$ cat src/rtl/cpu_pkg.sv
// ============================================================
// cpu_pkg : shared CPU types and constants
// rev 1.0
// ============================================================
`default_nettype none

package cpu_pkg;

  typedef enum logic [1:0] {
    PCG_BOOT = 2'd0,
    PCG_RUN  = 2'd1,
    PCG_PEND = 2'd2
  } pcg_state_t;

  localparam logic [31:0] RESET_VECTOR = 32'hbfc00000;

endpackage

`default_nettype wire

$ cat src/rtl/pc_fetch_gen_if.sv
// ============================================================
// pc_fetch_gen_if : redirect inputs and fetch request handshake
// rev 1.0
// ============================================================
`default_nettype none

interface pc_fetch_gen_if #(
  parameter int WIDTH     = 32,
  parameter int NUM_REDIR = 4
);

  logic [NUM_REDIR-1:0]       redir_valid;
  logic [NUM_REDIR*WIDTH-1:0] redir_pc;
  logic                       req_valid;
  logic                       req_ready;
  logic [WIDTH-1:0]           req_pc;
  logic                       req_adel;
  logic                       wrong_path;
  logic                       redir_taken;

  // master = PC generator, slave = pipeline/bridge side
  modport master (
    input  redir_valid, redir_pc, req_ready,
    output req_valid, req_pc, req_adel, wrong_path, redir_taken
  );

  modport slave (
    output redir_valid, redir_pc, req_ready,
    input  req_valid, req_pc, req_adel, wrong_path, redir_taken
  );

endinterface

`default_nettype wire

$ cat src/rtl/pc_redir_arb.sv
// ============================================================
// pc_redir_arb : fixed-priority redirect select, index 0 wins
// rev 1.0
// ============================================================
`default_nettype none

module pc_redir_arb #(
  parameter int WIDTH     = 32,
  parameter int NUM_REDIR = 4
) (
  input  logic [NUM_REDIR-1:0]       valid,
  input  logic [NUM_REDIR*WIDTH-1:0] pc,
  output logic [WIDTH-1:0]           tgt,
  output logic                       any
);

  logic [NUM_REDIR-1:0] onehot;
  logic [WIDTH-1:0]     masked [NUM_REDIR];

  // isolate the lowest set bit
  assign onehot = valid & (~valid + NUM_REDIR'(1));
  assign any    = |valid;

  generate
    for (genvar i = 0; i < NUM_REDIR; i++) begin : g_mask
      assign masked[i] = pc[i*WIDTH +: WIDTH] & {WIDTH{onehot[i]}};
    end
  endgenerate

  always_comb begin
    tgt = '0;
    for (int i = 0; i < NUM_REDIR; i++) begin
      tgt = tgt | masked[i];
    end
  end

endmodule

`default_nettype wire

$ cat src/rtl/pc_fetch_gen.sv
// ============================================================
// pc_fetch_gen : IF-stage next-PC generator with redirect hold
// rev 1.0
// ============================================================
`default_nettype none

module pc_fetch_gen
  import cpu_pkg::*;
#(
  parameter int               WIDTH       = 32,
  parameter int               NUM_REDIR   = 4,
  parameter int               FETCH_BYTES = 4,
  parameter logic [WIDTH-1:0] RESET_PC    = WIDTH'(RESET_VECTOR)
) (
  input  logic          clk,
  input  logic          rst_n,
  pc_fetch_gen_if.master bus
);

  pcg_state_t       state, state_n;
  logic [WIDTH-1:0] cur_pc, cur_pc_n;
  logic [WIDTH-1:0] pend_pc, pend_pc_n;
  logic [WIDTH-1:0] tgt;
  logic             any;
  logic             fire;

  pc_redir_arb #(
    .WIDTH     (WIDTH),
    .NUM_REDIR (NUM_REDIR)
  ) u_arb (
    .valid (bus.redir_valid),
    .pc    (bus.redir_pc),
    .tgt   (tgt),
    .any   (any)
  );

  assign fire = bus.req_valid & bus.req_ready;

  always_ff @(posedge clk or negedge rst_n) begin
    if (!rst_n) begin
      state   <= PCG_BOOT;
      cur_pc  <= RESET_PC;
      pend_pc <= '0;
    end else begin
      state   <= state_n;
      cur_pc  <= cur_pc_n;
      pend_pc <= pend_pc_n;
    end
  end

  // req_pc is cur_pc in every state, so a stalled request never changes under the bridge
  always_comb begin
    state_n   = state;
    cur_pc_n  = cur_pc;
    pend_pc_n = pend_pc;
    case (state)
      PCG_BOOT: begin
        state_n = PCG_RUN;
        if (any) cur_pc_n = tgt;
      end
      PCG_RUN: begin
        if (any && fire) begin
          cur_pc_n = tgt;
        end else if (any) begin
          pend_pc_n = tgt;
          state_n   = PCG_PEND;
        end else if (fire) begin
          cur_pc_n = cur_pc + WIDTH'(FETCH_BYTES);
        end
      end
      PCG_PEND: begin
        if (fire) begin
          cur_pc_n = any ? tgt : pend_pc;
          state_n  = PCG_RUN;
        end else if (any) begin
          pend_pc_n = tgt;
        end
      end
      default: state_n = PCG_BOOT;
    endcase
  end

  assign bus.req_valid   = (state != PCG_BOOT);
  assign bus.req_pc      = cur_pc;
  assign bus.req_adel    = |cur_pc[1:0];
  assign bus.wrong_path  = fire & (any | (state == PCG_PEND));
  assign bus.redir_taken = any & rst_n;

endmodule

`default_nettype wire

$ cat src/flat_wrapper.sv
// flat-port wrapper written by rule: the top's interface ports become plain ports
module pc_fetch_gen_flat import cpu_pkg::*;
#(
  parameter int               WIDTH       = 32,
  parameter int               NUM_REDIR   = 4,
  parameter int               FETCH_BYTES = 4,
  parameter logic [WIDTH-1:0] RESET_PC    = WIDTH'(RESET_VECTOR)
)
  (clk, rst_n, bus_redir_valid, bus_redir_pc, bus_req_ready, bus_req_valid, bus_req_pc, bus_req_adel, bus_wrong_path, bus_redir_taken);
  pc_fetch_gen_if #(.WIDTH(WIDTH), .NUM_REDIR(NUM_REDIR)) bus_i ();
  input  logic clk;
  input  logic rst_n;
  input wire logic [$bits(bus_i.redir_valid)-1:0] bus_redir_valid;
  input wire logic [$bits(bus_i.redir_pc)-1:0] bus_redir_pc;
  input wire logic [$bits(bus_i.req_ready)-1:0] bus_req_ready;
  output wire logic [$bits(bus_i.req_valid)-1:0] bus_req_valid;
  output wire logic [$bits(bus_i.req_pc)-1:0] bus_req_pc;
  output wire logic [$bits(bus_i.req_adel)-1:0] bus_req_adel;
  output wire logic [$bits(bus_i.wrong_path)-1:0] bus_wrong_path;
  output wire logic [$bits(bus_i.redir_taken)-1:0] bus_redir_taken;
  assign bus_i.redir_valid = bus_redir_valid;
  assign bus_i.redir_pc = bus_redir_pc;
  assign bus_i.req_ready = bus_req_ready;
  assign bus_req_valid = bus_i.req_valid;
  assign bus_req_pc = bus_i.req_pc;
  assign bus_req_adel = bus_i.req_adel;
  assign bus_wrong_path = bus_i.wrong_path;
  assign bus_redir_taken = bus_i.redir_taken;
  pc_fetch_gen #(.WIDTH(WIDTH), .NUM_REDIR(NUM_REDIR), .FETCH_BYTES(FETCH_BYTES), .RESET_PC(RESET_PC)) u_core (.clk(clk), .rst_n(rst_n), .bus(bus_i));
endmodule
$ cat config.mk
export PLATFORM = sky130hd
export DESIGN_NAME = pc_fetch_gen_flat
export DESIGN_NICKNAME = d
export VERILOG_FILES = /design/src/rtl/cpu_pkg.sv /design/src/rtl/pc_fetch_gen_if.sv /design/src/rtl/pc_redir_arb.sv /design/src/rtl/pc_fetch_gen.sv /design/src/flat_wrapper.sv
export SDC_FILE = /design/constraint.sdc
export NUM_CORES = 1
export LEC_CHECK = 0
export ABC_AREA = 1
export BUFFER_PORTS_ARGS = -buffer_cell sky130_fd_sc_hd__buf_2
export CORE_MARGIN = 1.5
export CORE_UTILIZATION = 54
export DETAILED_ROUTE_END_ITERATION = 10
export PLACE_DENSITY = 0.81
export SLEW_MARGIN = 30
export SYNTH_ARGS = -nofsm -noshare
export SYNTH_HDL_FRONTEND = slang
export SYNTH_HIERARCHICAL = 1
export SYNTH_SLANG_ARGS = --single-unit
$ cat constraint.sdc
create_clock -name clk -period 2.35 [get_ports clk]
set_clock_uncertainty 0.1 [all_clocks]
set_input_delay 0.1175 -clock clk [delete_from_list [all_inputs] [get_ports clk]]
set_output_delay 0.1175 -clock clk [all_outputs]
set_load 0.01 [all_outputs]
# Word level (Yosys, flattened, before mapping)
# Cells that the tools add are included.
[word_totals] ff_bits=66 latchBits=0 ramBits=0 mem_bits_ro=0 in_bits=135 out_inout_bits=36 word_cells=51 mem_count=0
[classes] add_sub_neg=2 n_mul=0 n_div=0 order_cmp=0 n_eq_ne=9 shift=0 muxes=14 bitwise_logic=13 n_reduce_logical=10
[op_table] operator="$mux W32" count=8
[op_table] operator="$and A32 B32 Y32" count=4
[op_table] operator="$or A32 B32 Y32" count=3
[op_table] operator="$pmux W32 S3" count=1
[op_table] operator="$pmux W32 S2" count=1
[op_table] operator="$add A32 B3 Y32 const B" count=1
[op_table] operator="$mux W2" count=3
[op_table] operator="$ne A2 B1 Y1 const B" count=3
[op_table] operator="$pmux W2 S3" count=1
[op_table] operator="$reduce_and A3 Y1" count=2
[op_table] operator="$reduce_and A5 Y1" count=1
[op_table] operator="$add A4 B1 Y4 const B" count=1
[op_table] operator="$and A4 B4 Y4" count=1
[op_table] operator="$ne A2 B2 Y1 const B" count=2
[op_table] operator="$not A4 Y4" count=1
[op_table] operator="$reduce_bool A2 Y1" count=2
[op_table] operator="$reduce_or A4 Y1" count=1
[op_table] operator="$and A1 B1 Y1" count=3
[op_table] operator="$ne A3 B1 Y1 const B" count=1
[op_table] operator="$ne A3 B3 Y1 const B" count=1
[op_table] operator="$reduce_bool A3 Y1" count=1
[op_table] operator="$eq A2 B1 Y1 const B" count=1
[op_table] operator="$eq A2 B2 Y1 const B" count=1
[op_table] operator="$logic_not A2 Y1" count=1
[op_table] operator="other kinds (3)" count=3

# Logic depth before layout (Yosys ltp)
# Gate-level depths: netlist (run 1).
[depth] ltp_word=10 ltp_mapped=15

# Modules after synthesis
# The synthesis (run 1) kept the hierarchy.
[modules_own_cells] mod="pc_fetch_gen" instances=1 cells_per_inst=728 area_each_um2=4823.4 seq_area_each_um2=1662.8
[modules_own_cells] mod="pc_redir_arb" instances=1 cells_per_inst=258 area_each_um2=1320.0 seq_area_each_um2=0.0

# Worst setup path before layout (run 1)
# Ideal clock, no wire load.
[synth_timing] path_kind="flip-flop to flip-flop" start="register u_core.state[0]" end="register u_core.cur_pc[16] (netlist: u_core/bus.req_pc[16])" setup_time_ps=120 arrival_ps=1588 required_time_ps=2130 slack_ps=541 stages_incl_launch_ff=15 path_buffers=2 path_cell_list="dfrtp_1 inv_1 ha_1 buf_4 inv_2 nand2_2 nand2_2 nand2_2 inv_2 nor2_8 inv_4 buf_6 a21oi_2 o21ai_1 nand2_1"
[synth_via] elab_chain_len=5 elab_cells_between_ends=14 cone_classes="6 x eq/ne; 2 x mux; 1 x bitwise; 5 x reduce/logical"
[synth_lines] element="start: declaration" line_no="pc_fetch_gen.sv:20" text="pcg_state_t state, state_n;"
[synth_lines] element="start signal: assignment" line_no="pc_fetch_gen.sv:45" text="state <= state_n;"
[synth_lines] element="$reduce_bool A2 Y1" line_no="pc_fetch_gen.sv:83" text="assign bus.req_valid = (state != PCG_BOOT);"
[synth_lines] element="$and A1 B1 Y1" line_no="pc_fetch_gen.sv:37" text="assign fire = bus.req_valid & bus.req_ready;"
[synth_lines] element="$logic_and A1 B1 Y1" line_no="pc_fetch_gen.sv:62" text="if (any && fire) begin"
[synth_lines] element="$ne A3 B3 Y1 (no source line) (tied with other cells)"
[synth_lines] element="$reduce_and A5 Y1 (no source line) / $pmux W32 S3 (equally long branches)"
[synth_lines] element="end signal: assignment" line_no="pc_fetch_gen.sv:46" text="cur_pc <= cur_pc_n;"
[synth_lines] element="end: declaration" line_no="pc_fetch_gen.sv:21" text="logic [WIDTH-1:0] cur_pc, cur_pc_n;"
# Parallel ways exist; a longest one is shown, timed or not.
# A chain may end at the register's enable or synchronous reset.

# Worst setup path in the final report (run 1)
[layout_timing] start="register u_core.state[0]" end="register u_core.cur_pc[13] (netlist: u_core/bus.req_pc[13])"
# Same word-level chain as after synthesis.

==> results of run 1 <==
## per-layer routing
| layer | global-route usage | share of wire | vias to the layer above | routed length [um] |
|---|---|---|---|---|
| li1 | - | - | 3493 | - |
| met1 | 0.446 | 0.46 | 3088 | 8290 |
| met2 | 0.490 | 0.44 | 328 | 8010 |
| met3 | 0.0456 | 0.081 | 35 | 1470 |
| met5 | 0 | 0 | - | 0 |
| met4 | 0.105 | 0.024 | 0 | 446 |
## placed cells by master (no fill, tap or decap), types with 3 or more instances in the layout
| cell | n |
|---|---|
| o21ai_1 | 9 |
| clkbuf_16 | 9 |
| nand2_2 | 12 |
| a211oi_1 | 8 |
| nand4_1 | 35 |
| a21oi_1 | 41 |
| nor2_1 | 58 |
| nand3_2 | 10 |
| o21ai_2 | 4 |
| buf_12 | 3 |
| ha_1 | 5 |
| o21ai_0 | 81 |
| nor2_2 | 6 |
| xnor2_1 | 3 |
| xor2_1 | 4 |
| buf_4 | 20 |
| inv_2 | 7 |
| inv_1 | 114 |
| buf_2 | 170 |
| nand3_1 | 116 |
| o211ai_1 | 7 |
| dfstp_2 | 9 |
| nand2_1 | 299 |
| nor2_4 | 3 |
| a21oi_2 | 24 |
| dfrtp_1 | 57 |
## worst max-delay path: cells and delay by family (launching register included)
| family | cells | cell delay, ns |
|---|---|---|
| and+or+nand+nor | 7 | 0.69 |
| adders and majority gates | 1 | 0.24 |
| buffers and inverters | 2 | 0.20 |
| AOI/OAI and AO/OA | 1 | 0.33 |
| DFF | 1 | 0.41 |
## registers in the layout, indices dropped and copies added, names as in the netlist
name / flops
u_core/bus.req_pc: 32
u_core/pend_pc: 32
u_core/state: 2
## area by class of cell
class,count,area [um2]
fillers,1046,3700
multi-input cells,736,3650
flip-flops and latches,66,1660
repair buffers,194,1070
inverters,123,464
clock buffers,11,243
well taps,140,175
clock inverters,3,17.5
## power by group
part	internal (uW)	switching, uW
clock network	726	473
registers	1770	472
logic	1850	3290
## stage by stage
stage                     setup slack, ns  hold WS [ns]
after floorplan                     0.541        -0.278
after global placement              0.394         0.193
after detailed placement            0.322         0.195
after CTS                           0.291         0.138
after global routing                0.111         0.208
final                               0.272         0.147
## worst max-delay path by stage
stage / start / end / slack (ns) / depth (start not counted)
6_report: u_core/state[0] / u_core/bus.req_pc[13] / 0.27 / 11
5_1_grt: u_core/state[1] / u_core/bus.req_pc[19] / 0.11 / 12
4_1_cts: u_core/state[1] / u_core/bus.req_pc[30] / 0.29 / 12
3_5_place_dp: u_core/state[0] / u_core/bus.req_pc[21] / 0.32 / 10
3_3_place_gp: u_core/state[1] / u_core/bus.req_pc[30] / 0.39 / 12
2_1_floorplan: u_core/state[0] / u_core/bus.req_pc[16] / 0.54 / 14
## logic make-up (layout without fill, tap and decap cells)
family | count (synthesis) | after routing | synth area share
xor gates and xnor gates | 7 | 7 | 0.00998
buffers and inverters | 184 | 331 | 0.136
AOI/OAI and AO/OA | 179 | 179 | 0.174
adders and majority gates | 5 | 5 | 0.0102
DFF | 66 | 66 | 0.271
and+or+nand+nor | 545 | 545 | 0.399
==> out/results.txt, run 1 <==
status - complete, no violations
Post-CTS Hold Buffers - 1
R2R setup slack - 0.27 ns
Tcrit/Tclk final - 0.884
start point of the worst min-delay path - bus_redir_pc[64]
Critical Path RT - 2.48 ns
first-pass GRT wire length - 29400 um
final wirelength - 18200 um
CTS tree - yes
DP Cell Count - 1258
Yosys Warn Count - 6
cts bufs inserted - 9
Mapped Cells - 986
slowest stage delay, CP - 0.41 ns
post-synth top area share - 0.232
Max Cap Viol - 0
routed length per placed instance - 14.3 um
Arr. time, crit path - 2.21 ns
leading area contributor after synthesis - dfrtp_1
Async SR Flop Fraction - 1.00
Initial Util - 0.559
H-tree depth - 3
CTS root buffer - clkbuf_16
largest cells by area after synthesis - dfrtp_1 (23%), nand2_1 (18%), nand3_1 (9.5%)
die span in y - 110 um
Die Area - 12000 um2
starting DRC count in detailed routing - 619
pwr/cell area - 1180 nW/um2
Site Rows - 38
final-stage net count - 1270
GPL Wtd Cong - 0.923
Final Hold Vio Count - 0
Startpoint Class - flip-flop
# IOs - 171
antenna violations before repair - 0
commonest cells in the synthesized netlist - nand2_1 (300), nand3_1 (116), inv_1 (114)
Overflow after GRT - 0
Achievable Freq - 481 MHz
total core area - 11000 um2
Hold Crit Depth - 5
Critical Path Fanout Max - 14
post-CTS resize count - 0
synthesized cell area - 6140 um2
Max transition margin - 0.691
Vias/cell - 5.45
n_diodes - 0
fin cells - 1273
final core utilization - 0.663
Reg2Reg Depth - 11
register area share after synthesis - 0.271
P&R area growth vs syn - 18.5%
post-route minimum period - 2.08 ns
slowest stage cell, crit path - dfrtp_1
vias in the first global route - 6196
Worst Setup End Kind - flip-flop
die span in x - 110 um
peak supply drop - 0.000750 V
buffer count from post-CTS setup fixing - 0
Pwr Total - 8580 uW
worst min-delay path class - in -> reg
clk_lat worst skew - 0.33 ns
#FFs+latches synth - 66
cell with the most instances after synthesis - nand2_1
number of flops mapped to enable cells by yosys - 0
Global Route Usage Sum - 0.315
Worst-Margin Slew - 0.463 ns
Worst-path clk slew - 0.05 ns
Post-Syn Nets - 1126
Main synth FF type - dfrtp_1
crit path cell chain - inv_1 -> ha_1 -> inv_2 -> nand2_2 -> nor2_4 -> nand2_2 -> nor2_1 -> a211oi_1 -> nand2_1 -> nand2_1 -> nand2_1
Post-DP Area - 7010 um2
DP Wirelength - 14300 um
largest net degree at the start of global routing - 47
reg2reg start - u_core/state[0]
number of antenna-violating nets in the routed design - 0
kind of critical path - reg -> reg
WHS Endpoint - u_core/bus.req_pc[0]
share of layout cells above drive strength 1 - 0.253
final-report setup violation count - 0
setup_tns - 0 ns
Avg Inst Size Synth - 6.23 um2
unrepaired setup endpoints after global routing - no
Port Buffer Count - 170
via count - 6944
Final Slew Violations - 0
Crit Reg-Reg Endpoint - u_core/bus.req_pc[13]
clock sinks - 66
DRC Markers - 0
CP dominant cell by count - nand2_1
CTS max path bufs - 2
TritonRoute pass-1 iters - 5
final design area excluding fillers - 7280 um2
synth unique cells - 38
leak pwr - 0.00366 uW
Power figures use the tool's default switching activity.
==> run 2: changes to the inputs <==
--- a/config.mk
+++ b/config.mk
@@ -7,10 +7,12 @@
 export LEC_CHECK = 0
 export ABC_AREA = 1
 export BUFFER_PORTS_ARGS = -buffer_cell sky130_fd_sc_hd__buf_2
+export CELL_PAD_IN_SITES_DETAIL_PLACEMENT = 0
+export CELL_PAD_IN_SITES_GLOBAL_PLACEMENT = 2
 export CORE_MARGIN = 1.5
-export CORE_UTILIZATION = 54
+export CORE_UTILIZATION = 28
 export DETAILED_ROUTE_END_ITERATION = 10
-export PLACE_DENSITY = 0.81
+export PLACE_DENSITY = 0.82
 export SLEW_MARGIN = 30
 export SYNTH_ARGS = -nofsm -noshare
 export SYNTH_HDL_FRONTEND = slang
==> run 2 against run 1 <==
Hold slack better by 0.012 ns. Largest cell class unchanged. Register-to-register slack hardly changed. Clock power is 16% higher. Final cell count is 11% higher. Global-route usage is 13 points lower. Final area is 3.3% higher. Die area is 90% higher. Worst setup slack better by 0.00052 ns.
==> out/results.txt, run 2 (same netlist as run 1, synthesis figures left out) <==
status - complete, no violations
Port Buffer Count - 170
leak pwr - 0.00370 uW
clk_lat worst skew - 0.33 ns
DRC Markers - 0
Critical Path Fanout Max - 14
CTS tree - yes
routed length per placed instance - 14.8 um
worst min-delay path class - in -> reg
final design area excluding fillers - 7520 um2
slowest stage cell, crit path - dfrtp_1
Worst-Margin Slew - 0.505 ns
largest net degree at the start of global routing - 67
Worst-path clk slew - 0.06 ns
cts bufs inserted - 9
crit path cell chain - inv_1 -> ha_1 -> inv_2 -> nand2_2 -> nor2_4 -> nand2_2 -> inv_1 -> a21oi_1 -> o21ai_1 -> nand2_1 -> nand2_1
Vias/cell - 4.65
# IOs - 171
pwr/cell area - 1180 nW/um2
Top Family by Delay on Critical Path - simple AND/OR/NAND/NOR gates
most frequent cells in the layout - nand2_1 (299), buf_2 (170), nand3_1 (116)
Final Hold Vio Count - 0
CTS max path bufs - 2
total core area - 21700 um2
Die Area - 22800 um2
H-tree depth - 3
Final Slew Violations - 0
Global Route Usage Sum - 0.186
Worst Setup End Kind - flip-flop
TritonRoute pass-1 iters - 5
antenna violations before repair - 0
Setup WS post-layout - 0.272 ns
Post-DP Area - 7200 um2
GPL Wtd Cong - 0.788
Site Rows - 54
share of layout cells above drive strength 1 - 0.255
slowest stage delay, CP - 0.40 ns
first-pass GRT wire length - 33000 um
pre-CTS setup slack - 0.303 ns
vias in the first global route - 6071
Critical Path RT - 2.47 ns
Arr. time, crit path - 2.19 ns
die span in x - 151 um
clock sinks - 66
Initial Util - 0.283
DP Cell Count - 1400
setup_tns - 0 ns
P&R area growth vs syn - 22.4%
fin cells - 1417
peak supply drop - 0.000489 V
die span in y - 151 um
commonest non-fill, non-tap cell in the layout - nand2_1
Tcrit/Tclk final - 0.884
CTS root buffer - clkbuf_16
starting DRC count in detailed routing - 530
final wirelength - 21000 um
Max transition margin - 0.663
Pwr Total - 8890 uW
unrepaired setup endpoints after global routing - no
number of antenna-violating nets in the routed design - 0
DP Wirelength - 16700 um
Achievable Freq - 481 MHz
via count - 6585
Startpoint Class - flip-flop
Max Cap Viol - 0
n_diodes - 0
final-stage net count - 1272
crit path buf inv count - 3
Overflow after GRT - 0
kind of critical path - reg -> reg
post-route minimum period - 2.08 ns
final-report setup violation count - 0
## run 2: final timing paths
| check | slack, ns | to | start | cells after the start |
|---|---|---|---|---|
| max | 0.27 | u_core/bus.req_pc[18] | u_core/state[0] | 11 |
| min | 0.16 | u_core/bus.req_pc[0] | bus_redir_pc[64] | 5 |
| max reg2reg | 0.27 | u_core/bus.req_pc[18] | u_core/state[0] | 11 |
| min reg2reg | 0.41 | u_core/bus.req_pc[31] | u_core/bus.req_pc[31] | 2 |
| max in group asynchronous | 1.50 | u_core/bus.req_pc[31] | rst_n | 3 |
| min in group asynchronous | 0.31 | u_core/pend_pc[5] | rst_n | 3 |
## run 2: where the power goes
part	internal, uW	total [uW]	switching (uW)	leakage [uW]
logic	1880	5250	3380	0.00274
clock network	907	1390	485	0.000153
registers	1770	2240	473	0.000804
## run 2: repair_timing
action / CTS / global route
buffers inserted: 0 / 0
hold buffers: 1 / 0
endpoints found under the hold margin: 57 / 0
endpoints found under the setup margin: 0 / 0
resized for setup: 0 / 0
## run 2: layout make-up
cell class	instances	area (um2)
fillers	2435	14200
multi-input cells	736	3650
flip-flops and latches	66	1660
repair buffers	196	1090
inverters	123	464
well taps	280	350
clock buffers	14	274
clock inverters	2	35.0
## run 2: per-stage QoR
| step | utilization | hold WS, ns |
|---|---|---|
| after global routing | 0.347 | 0.203 |
| after global placement | 0.332 | 0.146 |
| final | 0.347 | 0.159 |
| after CTS | 0.347 | 0.167 |
| after floorplan | - | -0.278 |
| after detailed placement | 0.332 | 0.157 |
## run 2: worst min-delay path: stages
cell	delay, ns
buf_2	0.08
nand3_1	0.07
nand3_1	0.13
o211ai_1	0.09
o21ai_0	0.07
## run 2: per-layer routing
metal | share of wire | vias up | wire [um] | track usage
li1 | - | 3495 | - | -
met1 | 0.52 | 2895 | 10800 | 0.286
met2 | 0.42 | 187 | 8780 | 0.272
met3 | 0.057 | 8 | 1200 | 0.0280
met4 | 0.0071 | 0 | 149 | 0.0364
met5 | 0 | - | 0 | 0
